`config.mk`:
```
export PLATFORM = sky130hd
export DESIGN_NAME = cic_rate_ctrl
export DESIGN_NICKNAME = d
export VERILOG_FILES = /design/src/rtl/cic_rate_ctrl_pkg.sv /design/src/rtl/cic_ctrl_sat_cnt.sv /design/src/rtl/cic_rate_ctrl.sv
export SDC_FILE = /design/constraint.sdc
export NUM_CORES = 1
export LEC_CHECK = 0
export CAP_MARGIN = 20
export CORE_AREA = 2 2 39 41
export DETAILED_ROUTE_END_ITERATION = 16
export DIE_AREA = 0 0 41 43
export HOLD_SLACK_MARGIN = 0.02
export PLACE_DENSITY = 0.73
export SLEW_MARGIN = 20
export SYNTH_ARGS = -nofsm -noshare
export SYNTH_HDL_FRONTEND = slang
export SYNTH_SLANG_ARGS = --single-unit
```
`constraint.sdc`:
```
create_clock -name clk -period 2.1 [get_ports clk]
set_input_delay 0.525 -clock clk [delete_from_list [all_inputs] [get_ports clk]]
set_output_delay 0.525 -clock clk [all_outputs]
set_load 0.01 [all_outputs]
```
`src/rtl/cic_rate_ctrl_pkg.sv`:
```
// Shared types and helpers for the CIC rate controller.
package cic_rate_ctrl_pkg;

  typedef enum logic [1:0] {
    FLUSH,
    SETTLE,
    RUN
  } state_t;

  // Zero is not a legal decimation rate; anything above the CIC's capacity pins to RMAX.
  function automatic int clamp_rate(input int rate, input int rmax);
    if (rate <= 0) return 1;
    if (rate > rmax) return rmax;
    return rate;
  endfunction

endpackage

```
`src/rtl/cic_ctrl_sat_cnt.sv`:
```
// Saturating up-counter with synchronous clear; holds at all-ones.
module cic_ctrl_sat_cnt #(
  parameter int W = 16
) (
  input  logic         clk,
  input  logic         rst_n,
  input  logic         i_clr,
  input  logic         i_inc,
  output logic [W-1:0] o_cnt
);

  logic [W-1:0] r_cnt;

  always_ff @(posedge clk or negedge rst_n) begin
    if (!rst_n) begin
      r_cnt <= '0;
    end else if (i_clr) begin
      r_cnt <= '0;
    end else if (i_inc && (r_cnt != {W{1'b1}})) begin
      r_cnt <= r_cnt + W'(1);
    end
  end

  assign o_cnt = r_cnt;

endmodule

```
`src/rtl/cic_rate_ctrl.sv`:
```
// Run-time rate controller for the CIC decimator: flushes on every rate change and hides transients.
// Optional stall statistics port enabled by defining CIC_RATE_CTRL_STATS_EN.
module cic_rate_ctrl
  import cic_rate_ctrl_pkg::*;
#(
  parameter int RMAX         = 8,
  parameter int N            = 2,
  parameter int M            = 1,
  parameter int RATE_DEFAULT = 4,
  parameter int RST_CYCLES   = 2,
  parameter int RW           = $clog2(RMAX + 1)
) (
  input  logic          clk,
  input  logic          rst_n,
  input  logic [RW-1:0] cfg_rate,
  input  logic          cfg_valid,
  output logic          cfg_ready,
  output logic [RW-1:0] cic_rate,
  output logic          cic_rst,
  input  logic          cic_out_tvalid,
  output logic          cic_out_tready,
  output logic          out_tvalid,
  input  logic          out_tready,
  output logic          settled
`ifdef CIC_RATE_CTRL_STATS_EN
  ,
  output logic [15:0]   stall_cnt
`endif
);

  localparam int SETTLE_BEATS = N * M;
  localparam int FW = $clog2(RST_CYCLES + 1);
  localparam int SW = $clog2(SETTLE_BEATS + 1);

  state_t        r_state;
  logic [FW-1:0] r_flush_cnt;
  logic [SW-1:0] r_settle_cnt;
  logic [RW-1:0] r_cic_rate;
  logic          r_cic_rst;

  logic w_run;
  logic w_settle;
  logic w_cfg_acc;

  assign w_run    = (r_state == RUN);
  assign w_settle = (r_state == SETTLE);

  // Pass-through in RUN is purely combinational so the consumer sees no added latency.
  assign cfg_ready      = w_run | w_settle;
  assign w_cfg_acc      = cfg_valid & cfg_ready;
  assign cic_out_tready = w_settle | (w_run & out_tready);
  assign out_tvalid     = w_run & cic_out_tvalid;
  assign settled        = w_run;
  assign cic_rate       = r_cic_rate;
  assign cic_rst        = r_cic_rst;

  always_ff @(posedge clk or negedge rst_n) begin
    if (!rst_n) begin
      r_state      <= FLUSH;
      r_cic_rate   <= RW'(RATE_DEFAULT);
      r_cic_rst    <= 1'b1;
      r_flush_cnt  <= '0;
      r_settle_cnt <= '0;
    end else if (w_cfg_acc) begin
      // A new request wins over any settle beat in the same cycle; that beat is dropped uncounted.
      r_state      <= FLUSH;
      r_cic_rate   <= RW'(clamp_rate(int'(cfg_rate), RMAX));
      r_cic_rst    <= 1'b1;
      r_flush_cnt  <= '0;
      r_settle_cnt <= '0;
    end else begin
      case (r_state)
        FLUSH: begin
          if (r_flush_cnt == FW'(RST_CYCLES - 1)) begin
            r_state     <= SETTLE;
            r_cic_rst   <= 1'b0;
            r_flush_cnt <= '0;
          end else begin
            r_flush_cnt <= r_flush_cnt + FW'(1);
          end
        end
        SETTLE: begin
          if (cic_out_tvalid) begin
            if (r_settle_cnt == SW'(SETTLE_BEATS - 1)) begin
              r_state      <= RUN;
              r_settle_cnt <= '0;
            end else begin
              r_settle_cnt <= r_settle_cnt + SW'(1);
            end
          end
        end
        RUN: begin
          r_state <= RUN;
        end
        default: begin
          r_state   <= FLUSH;
          r_cic_rst <= 1'b1;
        end
      endcase
    end
  end

`ifdef CIC_RATE_CTRL_STATS_EN
  cic_ctrl_sat_cnt #(
    .W(16)
  ) u_stall_cnt (
    .clk   (clk),
    .rst_n (rst_n),
    .i_clr (w_cfg_acc),
    .i_inc (out_tvalid & ~out_tready),
    .o_cnt (stall_cnt)
  );
`endif

endmodule

```
Word-level counts from Yosys, hierarchy flattened
Cells that the tools add are included.
{"block": "word_totals", "ff_bits": 11, "out_inout_bits": 9, "elab_cells": 54}
{"block": "classes", "addsub": 2, "n_lt_le_gt_ge": 2, "n_eq_ne": 8, "n_mux": 24, "n_bitwise": 5, "n_reduce_logical": 8}
{"operator": "$mux 2", "count": 11}
{"operator": "$mux 4", "count": 3}
{"operator": "$mux 1", "count": 8}
{"operator": "$eq 2x1->1 const B", "count": 3}
{"operator": "$pmux 2 s3", "count": 1}
{"operator": "$reduce_bool 2->1", "count": 3}
{"operator": "$add 2x1->2 const B", "count": 2}
{"operator": "$gt 4x4->1 const B", "count": 1}
{"operator": "$le 4x1->1 const B", "count": 1}
{"operator": "$reduce_and 2->1", "count": 2}
{"operator": "$and 1x1->1", "count": 3}
{"operator": "$ne 3x1->1 const B", "count": 1}
{"operator": "$ne 3x2->1 const B", "count": 1}
{"operator": "$ne 3x3->1 const B", "count": 1}
{"operator": "$reduce_and 3->1", "count": 1}
{"operator": "$eq 2x2->1 const B", "count": 1}
{"operator": "$logic_not 2->1", "count": 1}
{"operator": "$ne 2x1->1 const B", "count": 1}
{"operator": "$or 1x1->1", "count": 2}
{"operator": "$pmux 1 s2", "count": 1}
{"operator": "$reduce_or 2->1", "count": 1}

Logic depth before layout (Yosys ltp)
Gate-level depths: netlist of run 1.
{"block": "depth", "ltp_word": 8, "depth_mapped": 5, "mapped_depth_nobuf": 5}

Worst setup path before layout of run 1
No wires, ideal clock.
{"block": "synth_path", "path_type": "flip-flop to flip-flop", "from": "register r_state[0]", "to": "register r_state[0]", "setup_time_ns": 0.128, "t_arrival_ns": 1.478, "slack_ns": 0.495, "path_stages_with_launch": 6, "period_less_slack_ns": 1.605, "path_cell_list": "dfrtp_1 > inv_1 > ha_1 > nand2_4 > a32oi_2 > mux2_1"}
{"block": "synth_via", "elab_chain_cells": 5, "word_cells_on_any_way": 11, "classes_between": "eq/ne (5); mux (2); bitwise (2); reduce/logical (2)"}
{"item": "start, declared", "line": "cic_rate_ctrl.sv:35", "rtl": "state_t r_state;"}
{"item": "start signal, assigned", "line": "cic_rate_ctrl.sv:59", "rtl": "r_state <= FLUSH;"}
{"item": "start signal, assigned", "line": "cic_rate_ctrl.sv:66", "rtl": "r_state <= FLUSH;"}
{"item": "start signal, assigned", "line": "cic_rate_ctrl.sv:75", "rtl": "r_state <= SETTLE;"}
{"item": "$eq 2x2->1 / $eq 2x1->1 (equally long branches)", "line": "cic_rate_ctrl.sv:45, cic_rate_ctrl.sv:46"}
{"item": "$or 1x1->1 (*)", "line": "cic_rate_ctrl.sv:49", "rtl": "assign cfg_ready = w_run | w_settle;"}
{"item": "via cfg_ready", "line": "cic_rate_ctrl.sv:17", "rtl": "output logic cfg_ready,"}
{"item": "$and 1x1->1 (*)", "line": "cic_rate_ctrl.sv:50", "rtl": "assign w_cfg_acc = cfg_valid & cfg_ready;"}
{"item": "$ne 3x1->1 (no line), or another cell as far along"}
{"item": "$reduce_and 3->1 (no line)"}
Mark *: on every way through the listed nets, which the timed path passes. The rest lies on a longest branch.
A chain may end at the register's enable or synchronous reset.

Final worst setup path of run 1
{"block": "layout_path", "from": "register r_state[0]", "to": "output port settled"}
{"block": "layout_via", "elab_chain_cells": 1}
{"item": "$eq 2x2->1", "line": "cic_rate_ctrl.sv:45", "rtl": "assign w_run = (r_state == RUN);"}
{"item": "end, declared", "line": "cic_rate_ctrl.sv:24", "rtl": "output logic settled"}
No other way between the ends.

==> impl_metrics.yaml, run 1 <==
place:
  dp_hpwl_um: 865
  dpl_cell_area_um2: 753
  numPortBuffers: 17
  gp_congestion: 0.686
clock_tree:
  cts_hold_buffers: 0
  cts.sinks: 11
  htree_num_levels: 1
  root_buffer: "clkbuf_4"
  path_clk_slew_ps: 70
  numCtsBuffers: 3
  postCtsResizedCells: 3
  clock_latency_ps: 260
  cts_tree: "done"
  clockBufferDepth: 2
  post_cts_buffers: 0
power_and_ir_drop:
  pwr-share-seq: 0.328
  clockPowerShare: 0.131
  internal_power_uw: 702
  p_sw_uw: 398
  power_density_mw_per_mm2: 1410
  swShare: 0.362
  irDropWorstVdd_uv: 634
  power_frac_comb: 0.541
  power.leakage_nw: 0.365
global_routing:
  antenna_found_initial: 0
  grt_util_all_layers: 0.144
  grt_pass1_wl_um: 1730
  grt_pass1_vias: 428
  grt_max_degree: 12
  overflow: 0
die:
  dieArea_mm2: 0.00176
  die_h_um: 43
  rows: 14
  io_pins: 18
  start_util: 0.391
  die_w_um: 41
  coreArea_mm2: 0.00138
logic_synthesis:
  ys_warn_count: 0
  synth.area.top_cells: "dfrtp_1 42%, dfstp_2 9.7%, ha_1 9.3%"
  avgSynthCellArea_um2: 11.3
  synthesis.nets: 61
  synth_top_area_share: 0.417
  synthCells: 48
  ys_seq_area_frac: 0.514
  syn-cell-area_um2: 541
  synth_cell_types: 22
  ys_seq_elements: 11
  yosysTopAreaCell: "dfrtp_1"
drt:
  wl_um: 1090
  via_count: 417
  drc_errors: 0
  drt_iter0_drc: 3
  drt-pass1-iter-count: 2
  antenna_violating_nets_post_route: 0
  avgViaCountPerCell: 4.74
  wire_per_inst_um: 12.4
sta:
  hold-worst-slack_ps: 484
  rsz0062_at_grt: "no"
  drv_slew: 0
  finalCritPeriodShare: 0.967
  fmax_mhz: 493
  tightest_slew_ps: 490
  timing_hold_violations_final: 0
  max_slew_margin: 0.672
  setup_viol: 0
  fin_crit_ps: 2030
  fin_worst_skew_ps: 0.583
cells_and_area:
  layout_commonest_cell: "clkdlybuf4s50_1"
  drive_above_1_share: 0.153
  fill_cells: 134
  nets: 86
  finish.instance_area_um2: 782
  final_cell_mix: "14 x clkdlybuf4s50_1, 9 x dfrtp_1, 6 x nand2_1"
  syn_to_final_growth_pct: 44.7
  n_antenna_cell: 0
status:
  status: "finished, final reports clean"
hold_path:
  min_path_type: "reg2reg"
critical_path:
  crit_slowest_cell: "clkdlybuf4s50_1"
  crit_buf_inv: 2
  crit_family: "buffers and inverters"
  path_max_fanout: 3
  critPathArrivalTime_ps: 1500
  end_kind: "output pin"
  crit_chain: "inv_1 > ha_1 > clkdlybuf4s50_1"
  required_ps: 1570
  max_stage_delay_ps: 540
  critPathLaunchType: "flop"
  path_class: "reg2out"
run:
  drv_cap: 0
power by group through the flow:
stage | logic, mW | clock network, mW | registers [mW]
2_1_floorplan | 0.318 | 0 | 0.377
3_3_place_gp | 0.604 | 0 | 0.357
3_5_place_dp | 0.619 | 0 | 0.366
4_1_cts | 0.613 | 0.148 | 0.362
5_1_grt | 0.660 | 0.157 | 0.371
6_report | 0.595 | 0.145 | 0.361
logic make-up after synthesis:
family | count (synthesis) | synth area share
multiplexers | 3 | 0.0625
buffers and inverters | 2 | 0.0139
flip-flops | 11 | 0.514
XOR/XNOR | 2 | 0.0324
adder cells (fa/ha/maj) | 4 | 0.0926
AO/OA/AOI/OAI | 10 | 0.125
AND/OR/NAND/NOR | 16 | 0.160
metal layers:
| metal | track usage | part of all wire |
|---|---|---|
| met3 | 0.0314 | 0.038 |
| met4 | 0.0600 | 0.011 |
| met5 | 0 | 0 |
| met2 | 0.250 | 0.53 |
| met1 | 0.157 | 0.42 |
through the flow:
step           TNS (ps)  instances  power, mW  setup WS [ps]  utilization
4_1_cts               0         88       1.12          0.444        0.563
6_report              0         88       1.10           70.2        0.565
3_3_place_gp      -87.8         84      0.961          -58.2        0.544
3_5_place_dp       -118         84      0.985          -80.5        0.544
5_1_grt               0         88       1.19           6.81        0.565
2_1_floorplan         0         48      0.694            495            -
synthesized netlist by cell type:
library cell	number
nor2b_1	1
inv_1	2
nor2_1	2
a21o_1	1
nand2b_1	3
mux2_1	3
a31oi_1	1
nand3b_1	1
xor2_1	1
o21ai_0	3
ha_1	4
and2_1	1
a32oi_2	1
nand2_4	1
o31ai_1	1
a21oi_1	2
dfstp_2	2
dfrtp_1	9
nand2_1	6
xnor2_1	1
and3_1	1
o21ai_1	1
worst min-delay path: stages, from the launching register on:
cell	delay [ps]
dfrtp_1	340
nand2_1	50
o21ai_0	60
sequential cells by signal, summed over array words and instances (netlist names):
signal	count
cic_rate	4
cic_rst	1
r_flush_cnt	2
r_settle_cnt	2
r_state	2
final timing paths:
check	startpoint	cells after the start	slack (ps)	endpoint
max	r_state[0]	3	70	settled
min	cic_rate[1]	2	480	cic_rate[1]
max reg2reg	r_state[0]	6	410	r_state[1]
min reg2reg	cic_rate[1]	2	480	cic_rate[1]
max in group asynchronous	rst_n	1	1160	cic_rst
min in group asynchronous	rst_n	1	590	r_settle_cnt[1]
final cells by class:
class                   count  area (µm²)  share of cell area
clock buffers               4        26.3              0.0336
inverters                   2        7.51             0.00960
multi-input cells          35         258               0.330
flip-flops and latches     11         278               0.355
well taps                  16        20.0              0.0256
repair buffers             20         193               0.246
(Power assumes the default switching activity.)
==> inputs of run 2 (changes only) <==
==> constraint.sdc (replaced) <==
create_clock -name clk -period 2.1 [get_ports clk]
set_input_delay 0.525 -clock clk [delete_from_list [all_inputs] [get_ports clk]]
set_output_delay 0.525 -clock clk [all_outputs]
set_load 0.1 [all_outputs]
==> impl_metrics.yaml, run 2 (synthesis results as in run 1) <==
sta:
  hold-worst-slack_ps: 497
  setup_viol: 0
  fin_crit_ps: 1920
  timing_hold_violations_final: 0
  drv_slew: 0
  tightest_slew_ps: 470
  rsz0062_at_grt: "no"
  fmax_mhz: 520
  max_slew_margin: 0.686
  finalCritPeriodShare: 0.915
  fin_worst_skew_ps: 9.07
global_routing:
  antenna_found_initial: 0
  grt_pass1_vias: 411
  grt_util_all_layers: 0.147
  grt_pass1_wl_um: 1640
  grt_max_degree: 12
  overflow: 0
status:
  status: "finished, final reports clean"
run:
  drv_cap: 0
cells_and_area:
  final_cell_mix: "9 x dfrtp_1, 8 x clkdlybuf4s50_1, 6 x nand2_1, 6 x buf_12, 4 x buf_4"
  largest_reg_flops: 4
  n_antenna_cell: 0
  drive_above_1_share: 0.300
  nets: 84
  layout_commonest_cell: "dfrtp_1"
  regArea_um2: 278
  finish.instance_area_um2: 825
  fill_cells: 112
  syn_to_final_growth_pct: 52.5
  multi_input_area_um2: 263
critical_path:
  crit_family: "buffers and inverters"
  crit_chain: "clkdlybuf4s50_1 > and2_2 > buf_12"
  end_kind: "output pin"
  max_stage_delay_ps: 520
  required_ps: 1570
  critPathArrivalTime_ps: 1400
  crit_buf_inv: 2
  critPathLaunchType: "primary input"
  path_class: "in2out"
  path_max_fanout: 4
  crit_slowest_cell: "clkdlybuf4s50_1"
die:
  die_w_um: 41
  coreArea_mm2: 0.00138
  rows: 14
  start_util: 0.391
  die_h_um: 43
  io_pins: 18
  dieArea_mm2: 0.00176
place:
  dp_hpwl_um: 800
  dpl_cell_area_um2: 798
  gp_congestion: 0.728
  numPortBuffers: 17
drt:
  drt-pass1-iter-count: 4
  via_count: 421
  drt_iter0_drc: 4
  wl_um: 1010
  antenna_violating_nets_post_route: 0
  drc_errors: 0
  wire_per_inst_um: 11.7
  avgViaCountPerCell: 4.90
clock_tree:
  root_buffer: "clkbuf_4"
  clock_latency_ps: 270
  cts_hold_buffers: 0
  cts.sinks: 11
  htree_num_levels: 1
  postCtsResizedCells: 0
  clockBufferDepth: 2
  post_cts_buffers: 0
  path_clk_slew_ps: 60
  cts_tree: "done"
  numCtsBuffers: 3
hold_path:
  min_path_type: "reg2reg"
[run 2: cell types whose count changed in the layout (fill, tap and decap cells not counted)]
| cell | previous run | this run |
|---|---|---|
| a21o_1 | 1 | 0 |
| and2_2 | 0 | 1 |
| ha_2 | 1 | 2 |
| and2_1 | 1 | 0 |
| dlygate4sd2_1 | 2 | 0 |
| buf_4 | 3 | 4 |
| a21o_2 | 0 | 1 |
| ha_1 | 3 | 2 |
| dlymetal6s2s_1 | 1 | 0 |
| buf_12 | 0 | 6 |
| clkdlybuf4s50_1 | 14 | 8 |
[run 2: worst paths after layout]
path	start	end	slack, ps	cells past startpoint
worst max-delay path	cic_out_tvalid	out_tvalid	180	3
worst min-delay path	cic_rate[0]	cic_rate[0]	500	2
worst max register to register	r_state[1]	r_state[1]	460	5
worst min register to register	cic_rate[0]	cic_rate[0]	500	2
max in group asynchronous	rst_n	cic_rate[2]	1180	1
min in group asynchronous	rst_n	r_settle_cnt[1]	570	1
[run 2: final cells by class]
| type | instances | area share |
|---|---|---|
| sequential | 11 | 0.337 |
| inverter | 2 | 0.00910 |
| clock buffer | 4 | 0.0319 |
| multi-input combinational | 35 | 0.319 |
| tap | 16 | 0.0243 |
| timing repair buffer | 18 | 0.279 |
[run 2: worst reg2reg max path, stage by stage, from the launching register on]
cell and delay (ps):
dfrtp_1 370, inv_1 90, ha_2 420, nand2_4 70, a32oi_2 230, mux2_1 340
[run 2: routing by layer]
metal,up-vias,track usage,share of wire
met2,12,0.209,0.51
met3,4,0.0942,0.058
met5,-,0,0
li1,207,-,-
met4,0,0.0800,0.021
met1,198,0.160,0.41
[run 2: metrics by stage]
step / worst slack, ps / setup TNS, ps / utilization / instances
finish: 178 / 0 / 0.596 / 86
global route: 134 / 0 / 0.596 / 86
CTS: 173 / 0 / 0.596 / 86
detailed placement: 177 / 0 / 0.577 / 82
global placement: 193 / 0 / 0.577 / 82
floorplan: -7.52 / -7.52 / - / 48
Power of run 2 is not shown: default switching activity piles up to over one toggle a cycle in this logic, so the estimate is an artifact.
